File: src/rtl/sipo_pkg.sv
// Shared definitions for the serial-in parallel-out frame receiver.
// Optional even-parity support is selected with the SIPO_PARITY_EN macro.
package sipo_pkg;

    localparam int unsigned SIPO_WIDTH = 4;

    localparam logic [2:0] S_IDLE   = 3'd0;
    localparam logic [2:0] S_DATA   = 3'd1;
    localparam logic [2:0] S_PARITY = 3'd2;
    localparam logic [2:0] S_STOP   = 3'd3;
    localparam logic [2:0] S_BREAK  = 3'd4;

    typedef enum logic [2:0] {
        ST_IDLE   = S_IDLE,
        ST_DATA   = S_DATA,
        ST_PARITY = S_PARITY,
        ST_STOP   = S_STOP,
        ST_BREAK  = S_BREAK
    } state_t;

endpackage

File: src/rtl/sipo_shift.sv
// Right-shifting capture register: new bits enter at the MSB so the first
// bit received ends up in bit 0 after WIDTH shifts.
module sipo_shift
    import sipo_pkg::*;
#(
    parameter int unsigned WIDTH = SIPO_WIDTH
) (
    input  logic             clk,
    input  logic             reset,
    input  logic             clr,
    input  logic             shift_en,
    input  logic             sin,
    output logic [WIDTH-1:0] q
);

    always_ff @(posedge clk) begin
        if (reset) begin
            q <= '0;
        end else if (clr) begin
            q <= '0;
        end else if (shift_en) begin
            q <= {sin, q[WIDTH-1:1]};
        end
    end

endmodule

File: src/rtl/sipo_deser.sv
// Serial frame receiver: start bit, WIDTH data bits LSB first, optional even
// parity (SIPO_PARITY_EN), stop bit; registered word plus one-cycle strobes.
module sipo_deser
    import sipo_pkg::*;
#(
    parameter int unsigned WIDTH = SIPO_WIDTH
) (
    input  logic             clk,
    input  logic             reset,
    input  logic             sin,
    input  logic             bit_en,
    output logic [WIDTH-1:0] dout,
    output logic             dout_valid,
    output logic             frame_err,
    output logic             parity_err,
    output logic             busy
);

    localparam int unsigned CNT_W = $clog2(WIDTH + 1);
    localparam logic [CNT_W-1:0] LAST_BIT = CNT_W'(WIDTH - 1);

    state_t           state;
    logic [CNT_W-1:0] bit_cnt;
    logic [WIDTH-1:0] shreg;
    logic             clr_c;
    logic             shift_c;
`ifdef SIPO_PARITY_EN
    logic             par_bit;
`endif

    // The start sample clears the capture register; every DATA sample shifts.
    assign clr_c   = bit_en && (state == ST_IDLE) && !sin;
    assign shift_c = bit_en && (state == ST_DATA);

    sipo_shift #(
        .WIDTH (WIDTH)
    ) u_shift (
        .clk      (clk),
        .reset    (reset),
        .clr      (clr_c),
        .shift_en (shift_c),
        .sin      (sin),
        .q        (shreg)
    );

    // Frame FSM with registered word, strobes and busy flag.
    always_ff @(posedge clk) begin
        if (reset) begin
            state      <= ST_IDLE;
            bit_cnt    <= '0;
            dout       <= '0;
            dout_valid <= 1'b0;
            frame_err  <= 1'b0;
            parity_err <= 1'b0;
            busy       <= 1'b0;
`ifdef SIPO_PARITY_EN
            par_bit    <= 1'b0;
`endif
        end else begin
            dout_valid <= 1'b0;
            frame_err  <= 1'b0;
            parity_err <= 1'b0;
            if (bit_en) begin
                case (state)
                    ST_IDLE: begin
                        if (!sin) begin
                            state   <= ST_DATA;
                            bit_cnt <= '0;
                            busy    <= 1'b1;
                        end
                    end
                    ST_DATA: begin
                        if (bit_cnt == LAST_BIT) begin
`ifdef SIPO_PARITY_EN
                            state <= ST_PARITY;
`else
                            state <= ST_STOP;
`endif
                        end else begin
                            bit_cnt <= bit_cnt + CNT_W'(1);
                        end
                    end
`ifdef SIPO_PARITY_EN
                    ST_PARITY: begin
                        par_bit <= sin;
                        state   <= ST_STOP;
                    end
`endif
                    ST_STOP: begin
                        if (sin) begin
                            dout       <= shreg;
                            dout_valid <= 1'b1;
                            busy       <= 1'b0;
                            state      <= ST_IDLE;
`ifdef SIPO_PARITY_EN
                            parity_err <= par_bit ^ (^shreg);
`endif
                        end else begin
                            frame_err <= 1'b1;
                            state     <= ST_BREAK;
                        end
                    end
                    // A held-low line after a bad stop bit is not a start bit.
                    ST_BREAK: begin
                        if (sin) begin
                            state <= ST_IDLE;
                            busy  <= 1'b0;
                        end
                    end
                    default: begin
                        state <= ST_IDLE;
                        busy  <= 1'b0;
                    end
                endcase
            end
        end
    end

endmodule
File: config.mk
export PLATFORM = sky130hd
export DESIGN_NAME = sipo_deser
export DESIGN_NICKNAME = d
export VERILOG_FILES = /design/src/rtl/sipo_pkg.sv /design/src/rtl/sipo_shift.sv /design/src/rtl/sipo_deser.sv
export SDC_FILE = /design/constraint.sdc
export NUM_CORES = 1
export LEC_CHECK = 0
export ABC_AREA = 1
export BUFFER_PORTS_ARGS = -buffer_cell sky130_fd_sc_hd__buf_2
export CAP_MARGIN = 10
export CORE_AREA = 2 2 52 54
export DETAILED_ROUTE_END_ITERATION = 10
export DIE_AREA = 0 0 54 56
export SKIP_LAST_GASP = 1
export SYNTH_ARGS = -nofsm -noshare
export SYNTH_HDL_FRONTEND = slang
export SYNTH_HIERARCHICAL = 1
export SYNTH_SLANG_ARGS = --single-unit
File: constraint.sdc
create_clock -name clk -period 2.6 [get_ports clk]
set_input_delay 0.13 -clock clk [delete_from_list [all_inputs] [get_ports clk]]
set_output_delay 0.13 -clock clk [all_outputs]
set_load 0.02 [all_outputs]
# Word level (Yosys, flattened, before mapping)
# Cells that the tools add are included.
# totals
out_inout_bits	8
input_bits	4
reg_bits	17
word_cells	46
# classes
muxes	13
reduce_logical	13
bitwise	3
n_eq_ne	9
n_addsub	1
# op_table
operator	n
3-bit two-way mux	6
3-bit case mux with 4 select lines	1
4-bit AND reduction	3
3-bit by 2-bit equality test with 1-bit output (second input constant)	2
2-bit inequality test (second input constant)	3
3-bit case mux with 2 select lines	1
1-bit two-way mux	4
2-bit by 1-bit inequality test with 1-bit output (second input constant)	2
2-bit OR reduction	2
3-bit by 1-bit adder with 3-bit output (second input constant)	1
3-bit by 1-bit equality test with 1-bit output (second input constant)	1
3-bit equality test (second input constant)	1
1-bit logical AND	3
3-bit logical NOT	1
1-bit inverter	3
1-bit case mux with 3 select lines	1
3-bit AND reduction	1
3-bit OR reduction	1
2-bit nonzero test	1
1-bit logical NOT	1

# Logic depth before layout (Yosys ltp)
# Gate-level depths: netlist (run 1).
# depth
depth_word	4
mapped_depth	8
mapped_depth_nobuf	8

# Hierarchy
# Netlist (run 1), hierarchy kept.
# by_module_without_submodules
module	cells_per_inst	seq_area_each_um2	instances	area_each_um2
sipo_deser	93	260.2	1	659.4
sipo_shift	26	80.1	1	177.7

# Worst setup path after synthesis (run 1)
# Ideal clock, no wire load.
# synth_path
path_kind	flip-flop to flip-flop
from	reg bit_cnt[0]
to	reg bit_cnt[0]
synth_period_minus_slack_ps	1204
path_slack_ps	1396
setup_time_ps	113
arrival_ps	1091
stages_incl_launch_ff	9
required_time_ps	2487
n_path_buf	0
path_cell_list	dfxtp_1 ha_1 ha_1 nand4_1 nand2_2 nor2_4 nand2_1 nand2_1 nor2_1
# synth_via
elab_chain_cells	3
word_cells_on_any_way	6
cone_classes	add/sub (1); eq/ne (2); mux (2); reduce/logical (1)
# synth_lines
element	line_no	rtl
from (decl)	sipo_deser.sv:23	logic [CNT_W-1:0] bit_cnt;
from (signal assigned)	sipo_deser.sv:80	bit_cnt <= bit_cnt + CNT_W'(1);
3-bit by 1-bit adder with 3-bit output or 3-bit by 2-bit equality test with 1-bit output (tied branches)	sipo_deser.sv:80, sipo_deser.sv:73	
3-bit two-way mux or 2-bit inequality test (tied branches)	-	
3-bit case mux with 2 select lines or 4-bit AND reduction (tied branches)	-	
# Several ways; a longest one is shown, not always the timed one. The select of a mux whose other input is x is not followed.
# A chain may end at the register's enable or synchronous reset.

# Final worst setup path (run 1)
# Ends and elaborated chain as after synthesis.

==> run metrics, run 1 <==
DRT Wirelength 1540 µm; Synth Area per Inst around 7.0 µm²; share of cells above drive strength 1 20.6%; clk_lat worst skew 0.30 ns; P_sw 223 µW; Worst EP arrival 1.52 ns; first-pass GRT wire length 2640 µm; CP Capture Type flop; vias in the first global route 634; WS Path Type flop to flop; # nets final 138; Area growth syn-to-layout 11.5%; post-synth top area cell dfxtp_1; clock root cell clkbuf_4; via count 702; Peak VDD IR 306 µV; RePlAce Congestion about 0.86; CTS Buf Count 3; Post-Synthesis Net Count 125; switching part of the total 35.5%; Sink Count 17; Core Rows 18; Synth Warn # 6; IO buf count 10; Synth area leaders dfxtp_1, nor2_1, nand2_1; Initial Utilization 34.4%; P_int 406 µW; HPWL Detailed 1180 µm; routed len/inst 9.59 µm; post-CTS setup buffers 0; LEAKAGE 0.000456 µW; Core Area 2430 µm²; Pre-Repair DR Iteration Count 4; DR iter-0 viols 4; Comb power frac 27.6%; total track usage 12.1%; max-slew violation total from the final report 0; Cell variety after synth 22; Synth top area share 40.7%; Reg clk slew, reported paths 0.10 ns; Routed Antenna Nets 0; fmax 758 MHz; DP Worst Slack 1.29 ns; CTS tree yes; Die W 54 µm; final setup fails 0; Antenna Cells 0; PostCTS Resize Cnt 0; period utilization between 50% and 60%; initial antenna violation count 0; Max-Cap Viols 0; RSZ-0062 raised after global routing no; I/O Pins 12; fillers 269; Hold Buf Count CTS 0; critical path startpoint category flop; Tmin final between 1 and 1.5 ns; Residual DRC 0; Syn Inst Count 119; DIE HEIGHT 56 µm; HP Class primary input to flop; Yosys reg bits 17; Clk pwr share between 20% and 30%; pwr dens 673 nW/µm²; routed vias/inst 4.36; Design Power 628 µW; sequential fraction of the synthesis area roughly two fifths; Synth Cell Area 837 µm²; Seq pwr share 49.1%; Fin. Hold Viols 0; CP required 2.81 ns; largest net degree at the start of global routing 11; final worst slack approximately 1.3 ns; CTS H-tree depth 1; final setup TNS 0 ns; status finished clean; die area 3020 µm²; Clock Skews 0.00319 ns; CTS max path bufs 2; GRT overflow 0; CP Max Fanout 4
==> worst paths after layout <==
kind | from | to | slack, ns | cells after the start
max reg2reg | bit_cnt[0] | bit_cnt[0] | 1.28 | 8
min reg2reg | busy | busy | 0.46 | 2
min | sin | frame_err | 0.07 | 2
max | bit_cnt[0] | bit_cnt[0] | 1.28 | 8
==> layout make-up <==
cell class / count / area [µm²] / share of cell area, %
Clock buffer: 3 / 22.5 / 2.41
Tap cell: 30 / 37.5 / 4.02
Timing Repair Buffer: 10 / 50.0 / 5.36
Clock inverter: 1 / 5.00 / 0.536
Sequential cell: 17 / 340 / 36.5
Multi-Input combinational cell: 84 / 418 / 44.8
Inverter: 16 / 60.1 / 6.43
==> cell usage after synthesis, drive strengths merged <==
master   n
nor2    39
dfxtp   17
or2      1
o21bai   2
conb     1
nand3    2
a21oi    1
inv     16
buf      2
nor3     4
ha       2
o21ai    6
nand4    1
nand2   25
==> metrics by stage <==
stage | util (%) | cells | instance area (µm²) | hold WS (ns)
6_report | 38.4 | 161 | 933 | 0.0657
4_1_cts | 38.4 | 161 | 933 | 0.0462
2_1_floorplan | - | 119 | 837 | 0.199
3_3_place_gp | 37.2 | 157 | 906 | 0.394
3_5_place_dp | 37.2 | 157 | 906 | 0.389
5_1_grt | 38.4 | 161 | 933 | 0.0694
==> critical path, stage by stage (launching register included) <==
cell and delay (ns):
dfxtp_1 0.34, ha_1 0.21, ha_1 0.22, nand4_1 0.11
nand2_2 0.09, nor2_4 0.11, nand2_1 0.06, nand2_1 0.05
nor2_1 0.04
==> per-layer routing <==
layer | vias to the layer above | wire length [µm] | track usage [%]
li1 | 381 | - | -
met1 | 307 | 719 | 14.0
met2 | 9 | 724 | 18.6
met3 | 5 | 67 | 5.65
met4 | 0 | 31 | 5.36
met5 | - | 0 | 0
==> power groups by stage <==
stage	combinational, µW	clock [µW]	sequential (µW)
2_1_floorplan	145	0	313
3_3_place_gp	173	0	313
3_5_place_dp	174	0	314
4_1_cts	175	162	308
5_1_grt	200	170	313
6_report	174	146	308
==> flip-flops by register name (all words and copies together), names as in the netlist <==
name,cells
dout,4
bit_cnt,3
busy,1
dout_valid,1
state,3
frame_err,1
u_shift/q,4
==> layout by cell type (no fill, tap or decap) <==
master	instances
or2_1	1
nand3_2	1
clkinv_2	1
o21ai_2	1
nor2_4	4
a21oi_1	1
o21bai_1	2
nor2_1	33
buf_2	10
o21ai_0	5
clkbuf_4	3
inv_1	14
inv_2	2
nand2_1	22
nand3_1	1
conb_1	1
nor3_1	4
ha_1	2
dfxtp_1	17
nand2_2	2
nand4_1	1
nor2_2	2
nand2_4	1
==> cell families (layout without fill, tap and decap cells) <==
| kind of cell | after synthesis | in the layout | synth area share, % |
|---|---|---|---|
| flops | 17 | 17 | 40.7 |
| other cells | 1 | 1 | 0.448 |
| simple gates | 72 | 72 | 40.1 |
| buf+inv | 18 | 30 | 9.42 |
| fa+ha+maj | 2 | 2 | 2.99 |
| compound gates | 9 | 9 | 6.43 |
(Power assumes the default switching activity.)
==> run 2: changes to the inputs <==
==> constraint.sdc (replaced) <==
create_clock -name clk -period 1.3 [get_ports clk]
set_input_delay 0.065 -clock clk [delete_from_list [all_inputs] [get_ports clk]]
set_output_delay 0.065 -clock clk [all_outputs]
set_load 0.02 [all_outputs]
==> run metrics, run 2 (synthesized netlist as in run 1, its figures left out) <==
most common cell after layout, fill and taps aside nor2_1; Layout Utilization between 30% and 40%; Residual DRC 0; WS Path Type flop to flop; Core Area 2430 µm²; non-filler cells, final 162; die area 3020 µm²; critical path startpoint category flop; Tmin final 1.23 ns; CP required 1.49 ns; CTS H-tree depth 1; routed len/inst 9.48 µm; RSZ-0062 raised after global routing yes; period utilization between 90% and 100%; CTS Buf Count 3; DRT Wirelength 1540 µm; vias in the first global route 649; I/O Pins 12; CTS max path bufs 2; Clock Skews 0.00534 ns; IO buf count 10; first-pass GRT wire length 2520 µm; DP Worst Slack -0.00868 ns; final worst slack 0.0713 ns; CP Max Fanout 4; worst hold slack 0.0236 ns; CTS tree yes; Max-Cap Viols 0; pwr dens about 1300 nW/µm²; biggest regs dout x4, u_shift/q x4; Fin. Hold Viols 0; DIE HEIGHT approximately 56 µm; fillers 276; HP Class primary input to flop; share of cells above drive strength 1 25.0%; Sink Count 17; dpl cells 158; routed vias/inst between 4 and 5; GRT overflow 0; DR iter-0 viols 10; Die W roughly 54 µm; Area growth syn-to-layout 16.1%; CP Capture Type flop; RePlAce Congestion 0.839; final setup TNS 0 ns; # nets final about 140; commonest non-fill, non-tap cells in the layout nor2_1, nand2_1, inv_1, dfxtp_1, buf_2; R2R Setup Slk 0.07 ns; Core Rows 18; total track usage 11.2%; Worst EP arrival ~1.4 ns; Initial Utilization 34.4%; Hold Buf Count CTS 0; final setup fails 0; initial antenna violation count 0; post-CTS setup buffers 0; Peak VDD IR 809 µV; clock root cell clkbuf_4; CP peak stage delay 0.37 ns; Critical-path top delay cell dfxtp_4; max-slew violation total from the final report 0; Antenna Cells 0; status finished clean; HPWL Detailed between 1000 and 1500 µm; Routed Antenna Nets 0; largest net degree at the start of global routing 11; clk_lat worst skew 0.28 ns; Reg clk slew, reported paths 0.10 ns; via count 705; LEAKAGE 0.000461 µW; CP Cell Sequence ha_4, ha_4, nand4_1, nand2_2, nor2_4, nand2_1, nand2_1, nor2_1; Pre-Repair DR Iteration Count 5; fmax 814 MHz
-- run 2: cell count changes in the layout (fill, tap and decap cells not counted) --
cell     delta
dfxtp_1     -3
dfxtp_2     +2
ha_1        -2
ha_4        +2
buf_4       +1
dfxtp_4     +1
-- run 2: final timing paths --
check,from,end,cells past startpoint
hold reg to reg,busy,busy,2
setup / recovery,bit_cnt[0],bit_cnt[0],8
hold / removal,sin,frame_err,2
setup reg to reg,bit_cnt[0],bit_cnt[0],8
-- run 2: power by group --
| group | internal [µW] | switching [µW] | total [µW] |
|---|---|---|---|
| clock | 114 | 157 | 271 |
| combinational | 141 | 230 | 371 |
| sequential | 578 | 48.5 | 627 |
-- run 2: metrics by stage --
stage | power (µW) | instance area (µm²)
floorplan | 914 | 837
global placement | 979 | 913
detailed placement | 984 | 913
CTS | 1270 | 945
global route | 1370 | 972
finish | 1270 | 972
-- run 2: area by class of cell --
| class | count | area [µm²] | area share, % |
|---|---|---|---|
| repair buffers | 11 | 57.6 | 5.92 |
| clock inverters | 1 | 5.00 | 0.515 |
| well taps | 30 | 37.5 | 3.86 |
| multi-input cells | 84 | 443 | 45.6 |
| inverters | 16 | 60.1 | 6.18 |
| flip-flops and latches | 17 | 347 | 35.6 |
| clock buffers | 3 | 22.5 | 2.32 |
-- run 2: critical path, delay by kind of cell, from the launching register on --
kind,cells,cell delay [ns]
adder cells (fa/ha/maj),2,0.32
flip-flops,1,0.37
AND/OR/NAND/NOR,6,0.44
-- run 2: what timing repair did --
action / CTS / global route
pin swaps: 0 / 6
resized for setup: 2 / 6
endpoints found under the setup margin: 3 / 6
-- run 2: metal layers --
metal / vias to the layer above / GRT usage, % / routed length, µm
met2: 6 / 18.3 / 767
li1: 384 / - / -
met4: 0 / 6.43 / 13
met5: - / 0 / 0
met3: 2 / 1.61 / 38
met1: 313 / 13.5 / 716
==> run 3: changes to the inputs <==
--- a/config.mk
+++ b/config.mk
@@ -11,6 +11,7 @@
 export CORE_AREA = 2 2 52 54
 export DETAILED_ROUTE_END_ITERATION = 10
 export DIE_AREA = 0 0 54 56
+export PLACE_DENSITY = 0.61
 export SKIP_LAST_GASP = 1
 export SYNTH_ARGS = -nofsm -noshare
 export SYNTH_HDL_FRONTEND = slang
==> run metrics, run 3 (synthesized netlist as in run 1, its figures left out) <==
final setup fails 0; CTS Buf Count 3; Fin. Hold Viols 0; DP Worst Slack roughly 0.014 ns; HPWL Detailed 1210 µm; CTS tree yes; CP peak stage delay 0.35 ns; max-slew violation total from the final report 0; Clock Skews 0.00333 ns; CTS max path bufs 2; non-filler cells, final 162; pwr dens 1310 nW/µm²; dpl cells 158; DRT Wirelength 1560 µm; via count between 700 and 800; Reg clk slew, reported paths approximately 0.09 ns; Met1 Wirelength a little under 700 µm; DR iter-0 viols 3; Peak VDD IR 654 µV; Tmin final 1.23 ns; CP Max Fanout 4; met3 WL 37 µm; routed vias/inst 4.47; LEAKAGE about 0.00046 µW; die area slightly above 3000 µm²; status finished clean; Initial Utilization between 30% and 40%; WS Path Type flop to flop; commonest non-fill, non-tap cells in the layout nor2_1, nand2_1, inv_1, dfxtp_1, buf_2; final setup TNS 0 ns; clock root cell clkbuf_4; post-CTS setup buffers 0; Routed Antenna Nets 0; CTS H-tree depth 1; critical path startpoint category flop; DIE HEIGHT 56 µm; fin area 970 µm²; GRT overflow 0; Worst EP arrival 1.41 ns; Core Area 2430 µm²; total track usage 11.5%; RePlAce Congestion approximately 0.82; Antenna Cells 0; share of cells above drive strength 1 25.0%; CP Capture Type flop; Area growth syn-to-layout 15.8%; IO buf count 10; Die W 54 µm; Pre-Repair DR Iteration Count 3; biggest regs dout x4, u_shift/q x4; I/O Pins 12; uppermost layer routed met4; Residual DRC 0; routed len/inst 9.62 µm; RSZ-0062 raised after global routing no; fmax 816 MHz; Core Rows 18; Sink Count 17; Layout Utilization around two fifths; period utilization 94.3%; Critical-path top delay cell dfxtp_2; CP required 1.49 ns; most common cell after layout, fill and taps aside nor2_1; Max-Cap Viols 0; initial antenna violation count 0; largest net degree at the start of global routing 10; final worst slack 0.0744 ns; HP Class primary input to flop; # nets final around 140; Placed Area 913 µm²; vias in the first global route 671; fillers 265; first-pass GRT wire length 2570 µm; Met2 Routed Length 819 µm; clk_lat worst skew 0.28 ns; CP Cell Sequence ha_4, ha_4, nand4_1, nand2_2, nor2_4, nand2_1, nand2_1, nor2_1
[run 3: power breakdown]
part | switching [µW] | leakage (µW) | internal (µW)
Sequential | 48.5 | 0.000140 | 578
Combinational | 231 | 0.000304 | 140
Clock | 152 | 0.0000150 | 119
Total | 431 | 0.000459 | 837
[run 3: layer usage]
layer  global-route usage [%]  up-vias
li1                         -      384
met1                     12.1      334
met2                     19.7        4
met3                     3.23        2
met4                     6.43        0
met5                        0        -
[run 3: timing repair]
item,4_1_cts,5_1_grt
hold buffers,0,0
pin swaps,0,4
setup endpoints to repair,1,8
gates resized for setup,1,7
[run 3: final timing paths]
check	start	end	slack, ns	depth (start not counted)
setup / recovery	bit_cnt[0]	bit_cnt[0]	0.07	8
setup reg to reg	bit_cnt[0]	bit_cnt[0]	0.07	8
hold / removal	sin	frame_err	0.03	2
hold reg to reg	busy	busy	0.47	2
[run 3: critical path, delay by kind of cell (launching register included)]
kind,cells,cell delay [ns]
fa+ha+maj,2,0.32
simple gates,6,0.44
flops,1,0.35
[run 3: per-stage QoR]
step | hold WS (ns) | power [µW]
after floorplan | 0.134 | 914
after global placement | 0.326 | 974
after detailed placement | 0.337 | 985
after CTS | 0.0280 | 1260
after global routing | 0.0267 | 1380
final | 0.0348 | 1270
[run 3: layout make-up]
cell class	count	area, µm²	share of cell area, %
Multi-Input combinational cell	84	443	45.7
Timing Repair Buffer	11	57.6	5.94
Tap cell	30	37.5	3.87
Sequential cell	17	345	35.6
Inverter	16	60.1	6.19
Clock buffer	4	26.3	2.71
